File: src/rtl/fios_pkg.sv
// Shared types and default sizing for the FIOS operand server.
package fios_pkg;

    localparam int W_DEFAULT = 17;
    localparam int S_DEFAULT = 16;

    typedef enum logic [1:0] {
        IDLE  = 2'd0,
        RUN   = 2'd1,
        DRAIN = 2'd2
    } serv_state_t;

endpackage

File: src/rtl/fios_word_ram.sv
// S x W simple dual-port word store: one write port, one registered read port.
// Array contents have no reset; only the read register is reset.
module fios_word_ram #(
    parameter int DEPTH = 16,
    parameter int W     = 17,
    localparam int AW   = $clog2(DEPTH)
) (
    input  logic          clock_i,
    input  logic          reset_ni,
    input  logic          we_i,
    input  logic [AW-1:0] waddr_i,
    input  logic [W-1:0]  wdata_i,
    input  logic          re_i,
    input  logic [AW-1:0] raddr_i,
    output logic [W-1:0]  rdata_o
);

    logic [W-1:0] mem_q [DEPTH];
    logic [W-1:0] mem_d [DEPTH];
    logic [W-1:0] rdata_q;
    logic [W-1:0] rdata_d;

    // Next array contents: single word written when we_i is high.
    always_comb begin
        mem_d = mem_q;
        if (we_i) begin
            mem_d[waddr_i] = wdata_i;
        end
    end

    // Storage array, intentionally not reset.
    always_ff @(posedge clock_i) begin
        mem_q <= mem_d;
    end

    // Read data loads on re_i and holds otherwise.
    always_comb begin
        rdata_d = rdata_q;
        if (re_i) begin
            rdata_d = mem_q[raddr_i];
        end
    end

    // Read register with async reset so the word outputs come up at zero.
    always_ff @(posedge clock_i or negedge reset_ni) begin
        if (!reset_ni) begin
            rdata_q <= '0;
        end else begin
            rdata_q <= rdata_d;
        end
    end

    assign rdata_o = rdata_q;

endmodule

File: src/rtl/fios_operand_server.sv
// Operand/result endpoint between host load/unload logic and PE0 of the DSP chain.
//
//   state | meaning
//   IDLE  | host may load B/P words; start_i launches a multiplication
//   RUN   | serve b_j/p_j fetches, collect result pushes until done_i
//   DRAIN | stream n_res result words to the host over valid/ready
module fios_operand_server
    import fios_pkg::*;
#(
    parameter int S  = S_DEFAULT,
    parameter int W  = W_DEFAULT,
    localparam int AW = $clog2(S),
    localparam int PW = AW + 1
) (
    input  logic          clock_i,
    input  logic          reset_ni,
    input  logic          load_valid_i,
    input  logic          load_sel_i,
    input  logic [AW-1:0] load_idx_i,
    input  logic [W-1:0]  load_word_i,
    input  logic          start_i,
    output logic          start_o,
    input  logic          b_fetch_i,
    input  logic          p_fetch_i,
    output logic [W-1:0]  b_word_o,
    output logic [W-1:0]  p_word_o,
    input  logic          RES_push_i,
    input  logic [W-1:0]  res_word_i,
    input  logic          done_i,
    output logic          res_valid_o,
    output logic [W-1:0]  res_word_o,
    input  logic          res_ready_i,
    output logic          busy_o,
    output logic          err_o
);

    localparam logic [PW-1:0] S_P  = PW'(S);
    localparam logic [PW-1:0] S_M1 = PW'(S - 1);
    localparam logic [PW-1:0] ONE  = PW'(1);

    serv_state_t   state_q, state_d;
    logic [PW-1:0] b_ptr_q, b_ptr_d;
    logic [PW-1:0] p_ptr_q, p_ptr_d;
    logic [PW-1:0] r_ptr_q, r_ptr_d;
    logic [PW-1:0] o_ptr_q, o_ptr_d;
    logic [PW-1:0] n_res_q, n_res_d;
    logic          start_q, start_d;
    logic          err_q, err_d;
    logic          res_valid_q, res_valid_d;

    logic          b_we, p_we, r_we;
    logic          b_re, p_re, r_re;
    logic [AW-1:0] r_raddr;
    logic [PW-1:0] o_next;

    // Next-state, pointer and error logic for the three-state server FSM.
    always_comb begin
        state_d     = state_q;
        b_ptr_d     = b_ptr_q;
        p_ptr_d     = p_ptr_q;
        r_ptr_d     = r_ptr_q;
        o_ptr_d     = o_ptr_q;
        n_res_d     = n_res_q;
        start_d     = 1'b0;
        err_d       = err_q;
        res_valid_d = res_valid_q;
        b_we        = 1'b0;
        p_we        = 1'b0;
        r_we        = 1'b0;
        b_re        = 1'b0;
        p_re        = 1'b0;
        r_re        = 1'b0;
        o_next      = o_ptr_q + ONE;
        r_raddr     = o_ptr_q[AW-1:0];

        case (state_q)
            IDLE: begin
                // The RAM write happens on this edge, so a load alongside start_i lands first.
                if (load_valid_i) begin
                    b_we = !load_sel_i;
                    p_we = load_sel_i;
                end
                if (start_i) begin
                    state_d = RUN;
                    start_d = 1'b1;
                    b_ptr_d = '0;
                    p_ptr_d = '0;
                    r_ptr_d = '0;
                    err_d   = 1'b0;
                end
            end

            RUN: begin
                if (b_fetch_i) begin
                    b_re    = 1'b1;
                    b_ptr_d = (b_ptr_q == S_M1) ? '0 : b_ptr_q + ONE;
                end
                if (p_fetch_i) begin
                    p_re    = 1'b1;
                    p_ptr_d = (p_ptr_q == S_M1) ? '0 : p_ptr_q + ONE;
                end
                if (RES_push_i) begin
                    if (r_ptr_q == S_P) begin
                        err_d = 1'b1;
                    end else begin
                        r_we    = 1'b1;
                        r_ptr_d = r_ptr_q + ONE;
                    end
                end
                if (load_valid_i || start_i) begin
                    err_d = 1'b1;
                end
                // n_res counts a push arriving with done_i.
                if (done_i) begin
                    n_res_d     = r_ptr_d;
                    o_ptr_d     = '0;
                    res_valid_d = 1'b0;
                    if (r_ptr_d == '0) begin
                        err_d   = 1'b1;
                        state_d = IDLE;
                    end else begin
                        state_d = DRAIN;
                    end
                end
            end

            DRAIN: begin
                if (b_fetch_i || p_fetch_i || RES_push_i) begin
                    err_d = 1'b1;
                end
                // First DRAIN cycle primes the read register so valid rises with its data.
                if (!res_valid_q) begin
                    r_re        = 1'b1;
                    r_raddr     = o_ptr_q[AW-1:0];
                    res_valid_d = 1'b1;
                end else if (res_ready_i) begin
                    o_ptr_d = o_next;
                    if (o_ptr_q == n_res_q - ONE) begin
                        res_valid_d = 1'b0;
                        state_d     = IDLE;
                    end else begin
                        r_re    = 1'b1;
                        r_raddr = o_next[AW-1:0];
                    end
                end
            end

            default: begin
                state_d = IDLE;
            end
        endcase
    end

    // State and control registers.
    always_ff @(posedge clock_i or negedge reset_ni) begin
        if (!reset_ni) begin
            state_q     <= IDLE;
            b_ptr_q     <= '0;
            p_ptr_q     <= '0;
            r_ptr_q     <= '0;
            o_ptr_q     <= '0;
            n_res_q     <= '0;
            start_q     <= 1'b0;
            err_q       <= 1'b0;
            res_valid_q <= 1'b0;
        end else begin
            state_q     <= state_d;
            b_ptr_q     <= b_ptr_d;
            p_ptr_q     <= p_ptr_d;
            r_ptr_q     <= r_ptr_d;
            o_ptr_q     <= o_ptr_d;
            n_res_q     <= n_res_d;
            start_q     <= start_d;
            err_q       <= err_d;
            res_valid_q <= res_valid_d;
        end
    end

    fios_word_ram #(.DEPTH(S), .W(W)) u_b_ram (
        .clock_i  (clock_i),
        .reset_ni (reset_ni),
        .we_i     (b_we),
        .waddr_i  (load_idx_i),
        .wdata_i  (load_word_i),
        .re_i     (b_re),
        .raddr_i  (b_ptr_q[AW-1:0]),
        .rdata_o  (b_word_o)
    );

    fios_word_ram #(.DEPTH(S), .W(W)) u_p_ram (
        .clock_i  (clock_i),
        .reset_ni (reset_ni),
        .we_i     (p_we),
        .waddr_i  (load_idx_i),
        .wdata_i  (load_word_i),
        .re_i     (p_re),
        .raddr_i  (p_ptr_q[AW-1:0]),
        .rdata_o  (p_word_o)
    );

    fios_word_ram #(.DEPTH(S), .W(W)) u_r_ram (
        .clock_i  (clock_i),
        .reset_ni (reset_ni),
        .we_i     (r_we),
        .waddr_i  (r_ptr_q[AW-1:0]),
        .wdata_i  (res_word_i),
        .re_i     (r_re),
        .raddr_i  (r_raddr),
        .rdata_o  (res_word_o)
    );

    assign start_o     = start_q;
    assign res_valid_o = res_valid_q;
    assign busy_o      = (state_q != IDLE);
    assign err_o       = err_q;

endmodule
File: config.mk
export PLATFORM = sky130hd
export DESIGN_NAME = fios_operand_server
export DESIGN_NICKNAME = d
export VERILOG_FILES = /design/src/rtl/fios_pkg.sv /design/src/rtl/fios_word_ram.sv /design/src/rtl/fios_operand_server.sv
export SDC_FILE = /design/constraint.sdc
export NUM_CORES = 1
export LEC_CHECK = 0
export BUFFER_PORTS_ARGS = -buffer_cell sky130_fd_sc_hd__buf_4
export CAP_MARGIN = 20
export CORE_MARGIN = 2
export CORE_UTILIZATION = 49
export CTS_BUF_LIST = sky130_fd_sc_hd__clkbuf_4
export DETAILED_ROUTE_END_ITERATION = 10
export PLACE_DENSITY = 0.65
export SYNTH_ARGS = -nofsm -noshare
export SYNTH_HDL_FRONTEND = slang
export SYNTH_SLANG_ARGS = --single-unit
File: constraint.sdc
create_clock -name clock_i -period 5.25 [get_ports clock_i]
set_input_delay 0.2625 -clock clock_i [delete_from_list [all_inputs] [get_ports clock_i]]
set_output_delay 0.2625 -clock clock_i [all_outputs]
set_load 0.05 [all_outputs]
==> results.py <==
metrics = {
    "yosys": {
        "synthArstFlopShare_pct": 9.03,
        "synthTopCellsByArea": "edfxtp_1, mux4_2, dfrtp_1, mux2i_1, nand2_1",
        "ys_types": 59,
        "ys_ff_latch": 897,
        "synth_area_per_cell_um2": 17.9,
        "yosysSeqAreaShare_pct": 75.6,
        "netlist_area_um2": 35100,
        "postSynthCellCount": 1965,
        "synth_top_area_cell": "edfxtp_1",
        "synth-edff-count": 816,
        "ys.flop_type": "edfxtp_1",
        "ys_warn_count": 0,
        "synth_most_common_cell": "edfxtp_1",
        "synthTopCellsByCount": "edfxtp_1, mux2i_1, nand2_1",
        "synth_top_cell_area_share_pct": 69.8,
        "synth_nets": 2025,
    },
    "power_and_ir_drop": {
        "p_leak_nw": 13.7,
        "power.density_nw_per_um2": 442,
        "irDropWorstVdd_v": 0.000358,
    },
    "drt": {
        "wl_per_cell_um": 23.1,
        "drc": 0,
        "wl_mm": 80.2,
        "drtIter0Drc": 1598,
        "vias": 19500,
        "ant_nets": 0,
        "routed_via_density": 5.60,
        "first_pass_iters": 7,
    },
    "placed_design": {
        "gp_congestion": 0.844,
        "portBuffers": 102,
        "hpwl_mm": 45.3,
        "dp.cells": 2985,
    },
    "timing": {
        "fmax_mhz": 249,
        "finalSetupViolCount": 0,
        "setup_tns_ps": 0,
        "whs_ps": 116,
        "layout_min_cycle_time_ps": 4010,
        "max-slew-margin-rel_pct": 22.2,
        "worst_pin_slew_ps": 1170,
        "final_hold_viol_count": 0,
        "final_min_period_over_clock_period_pct": 76.4,
        "grt_setup_unrepaired": "no",
        "fin_skew_ps": 76.7,
        "slew_viol_final": 0,
    },
    "grt": {
        "grt_usage_pct": 21.8,
        "grt_overflow": 0,
        "top_usage_layer": "met2",
        "use_met2_pct": 35.9,
        "grt_max_degree": 65,
        "antenna_found_initial": 1,
        "grt_pass1_vias": 19500,
        "grt_pass1_wl_mm": 119,
        "met3_usage_pct": 4.65,
        "met1_usage_pct": 29.3,
    },
    "critical_path": {
        "r2r_cells": 11,
        "critPathRequiredTime_ps": 6120,
        "cp-start-kind": "flop",
        "path_cells": "inv_1, ha_1, clkinv_1, nor2_1, nand2_1, or3_1, nand2_2, buf_4, mux4_2, a22oi_1, nand3_1",
        "r2r_start": "state_q[0]",
        "worst_ep_arrival_time_ps": 4880,
        "path_class": "flop to flop",
        "r2r_end": "u_r_ram.rdata_o[11]",
        "cp-endpoint": "u_r_ram.rdata_o[11]",
        "endpoint_kind": "flop",
        "r2r_setup_slack_ps": 1240,
        "slowest_delay_ps": 490,
        "crit_fanout": 29,
        "startpoint": "state_q[0]",
        "critPathSlowestCell": "buf_4",
    },
    "cells_and_area": {
        "syn2layout_area_growth_pct": 16.7,
        "stdcell_count": 3475,
        "fin_util_pct": 57.5,
        "drive_gt1_share_pct": 26.3,
        "nets": 2394,
    },
    "die": {
        "io_pins": 103,
        "rows": 98,
        "die_w_um": 272,
        "dieArea_um2": 73800,
        "start_util_pct": 49.3,
        "die_h_um": 272,
        "core-area_um2": 71200,
    },
    "clock_network": {
        "cts_setup_buffers": 0,
        "cts-htree-levels": 4,
        "cts_sinks": 897,
        "cts.clk_slew.worst_paths_ps": 60,
        "tritoncts": "yes",
        "root_buffer": "clkbuf_4",
        "cts_made_buffers": 219,
        "clock_latency_ps": 1080,
        "ctsLongestPathBuffers": 3,
    },
    "worst_hold_path": {
        "holdCritPathClass": "primary input to flop",
    },
    "flow_run": {
        "cap_violations": 0,
    },
    "status": {
        "run_status": "completed",
    },
}
state kept, by name (all words and copies together) (netlist names), 5 cells and up:
| register | count |
|---|---|
| n_res_q | 5 |
| u_b_ram.mem_q | 272 |
| p_ptr_q | 5 |
| r_ptr_q | 5 |
| b_ptr_q | 5 |
| u_p_ram.rdata_o | 17 |
| o_ptr_q | 5 |
| u_b_ram.rdata_o | 17 |
| u_r_ram.rdata_o | 17 |
| u_r_ram.mem_q | 272 |
| u_p_ram.mem_q | 272 |
repair_timing:
| action | CTS | global route |
|---|---|---|
| hold buffers | 75 | 0 |
| gates resized for setup | 0 | 0 |
| endpoints found under the hold margin | 1533 | 0 |
power by group:
| part | internal (W) | leakage (nW) | switching, W |
|---|---|---|---|
| clock | 0.00299 | 1.75 | 0.00280 |
| combinational | 0.00145 | 3.55 | 0.00235 |
| sequential | 0.00813 | 8.38 | 0.000401 |
| total | 0.0126 | 13.7 | 0.00554 |
cell usage in the layout (no fill, tap or decap), drive strengths merged, types with 4 or more instances in the layout:
| master | synthesis | final |
|---|---|---|
| o211ai | 18 | 18 |
| nand2b | 7 | 7 |
| a32oi | 16 | 16 |
| o221ai | 68 | 68 |
| dfrtp | 81 | 81 |
| nor2 | 118 | 118 |
| nand2 | 165 | 165 |
| nor2b | 5 | 5 |
| xor2 | 7 | 7 |
| ha | 12 | 12 |
| inv | 17 | 21 |
| xnor2 | 4 | 4 |
| nand4 | 6 | 6 |
| buf | 42 | 175 |
| mux2i | 169 | 169 |
| and2 | 19 | 19 |
| nor3 | 10 | 10 |
| a22oi | 18 | 18 |
| clkbuf | 59 | 338 |
| clkinv | 1 | 69 |
| o21ai | 104 | 104 |
| nor3b | 6 | 6 |
| nand3 | 31 | 31 |
| a21oi | 10 | 10 |
| edfxtp | 816 | 816 |
| o31ai | 4 | 4 |
| mux4 | 118 | 118 |
| dlygate4sd3 | 0 | 74 |
layout make-up:
| type | count | area, um^2 |
|---|---|---|
| Fill cell | 5426 | 30300 |
| Sequential cell | 897 | 26500 |
| Multi-Input combinational cell | 949 | 8050 |
| Clock buffer | 338 | 2540 |
| Timing Repair Buffer | 249 | 2160 |
| Tap cell | 950 | 1190 |
| Clock inverter | 73 | 420 |
| Inverter | 18 | 67.6 |
| Antenna cell | 1 | 2.50 |
critical path: cells and delay by family, from the launching register on:
family	cells	cell delay, ps
simple gates	5	1460
compound gates	1	200
fa+ha+maj	1	400
flops	1	400
mux	1	360
buf+inv	3	990
how the worst min path moves through the flow:
stage	startpoint	end	slack, ps	depth (start not counted)
final	res_word_i[14]	u_r_ram.mem_q[252]	120	2
after global placement	reset_ni	u_r_ram.rdata_o[5]	290	1
after global routing	res_word_i[14]	u_r_ram.mem_q[65]	60	2
after detailed placement	reset_ni	u_r_ram.rdata_o[5]	310	1
after floorplan	reset_ni	b_ptr_q[0]	-30	0
after CTS	res_word_i[2]	u_r_ram.mem_q[19]	20	2
routing by layer:
| layer | share of wire, % | wire length [um] |
|---|---|---|
| met3 | 6.3 | 5090 |
| met2 | 50 | 40300 |
| met1 | 42 | 33600 |
| met4 | 1.5 | 1230 |
| met5 | 0 | 0 |
through the flow:
stage                     cell area (um^2)  total power [W]  setup WS [ps]
after floorplan                      35100           0.0112           2560
after global placement               37200           0.0124           1510
after detailed placement             37200           0.0124           1310
after CTS                            40900           0.0183           1310
after global routing                 41000           0.0190           1010
final                                41000           0.0181           1240
logic make-up (layout without fill, tap and decap cells):
| kind of cell | after synthesis | after routing | share of synthesized area [%] |
|---|---|---|---|
| compound gates | 259 | 259 | 5.13 |
| mux | 288 | 288 | 12.4 |
| buf+inv | 119 | 678 | 1.54 |
| xor+xnor | 11 | 11 | 0.274 |
| flops | 897 | 897 | 75.6 |
| simple gates | 379 | 379 | 4.65 |
| fa+ha+maj | 12 | 12 | 0.428 |
| other cells | 0 | 1 | 0 |
No activity file was read; power rests on OpenSTA's default activity.
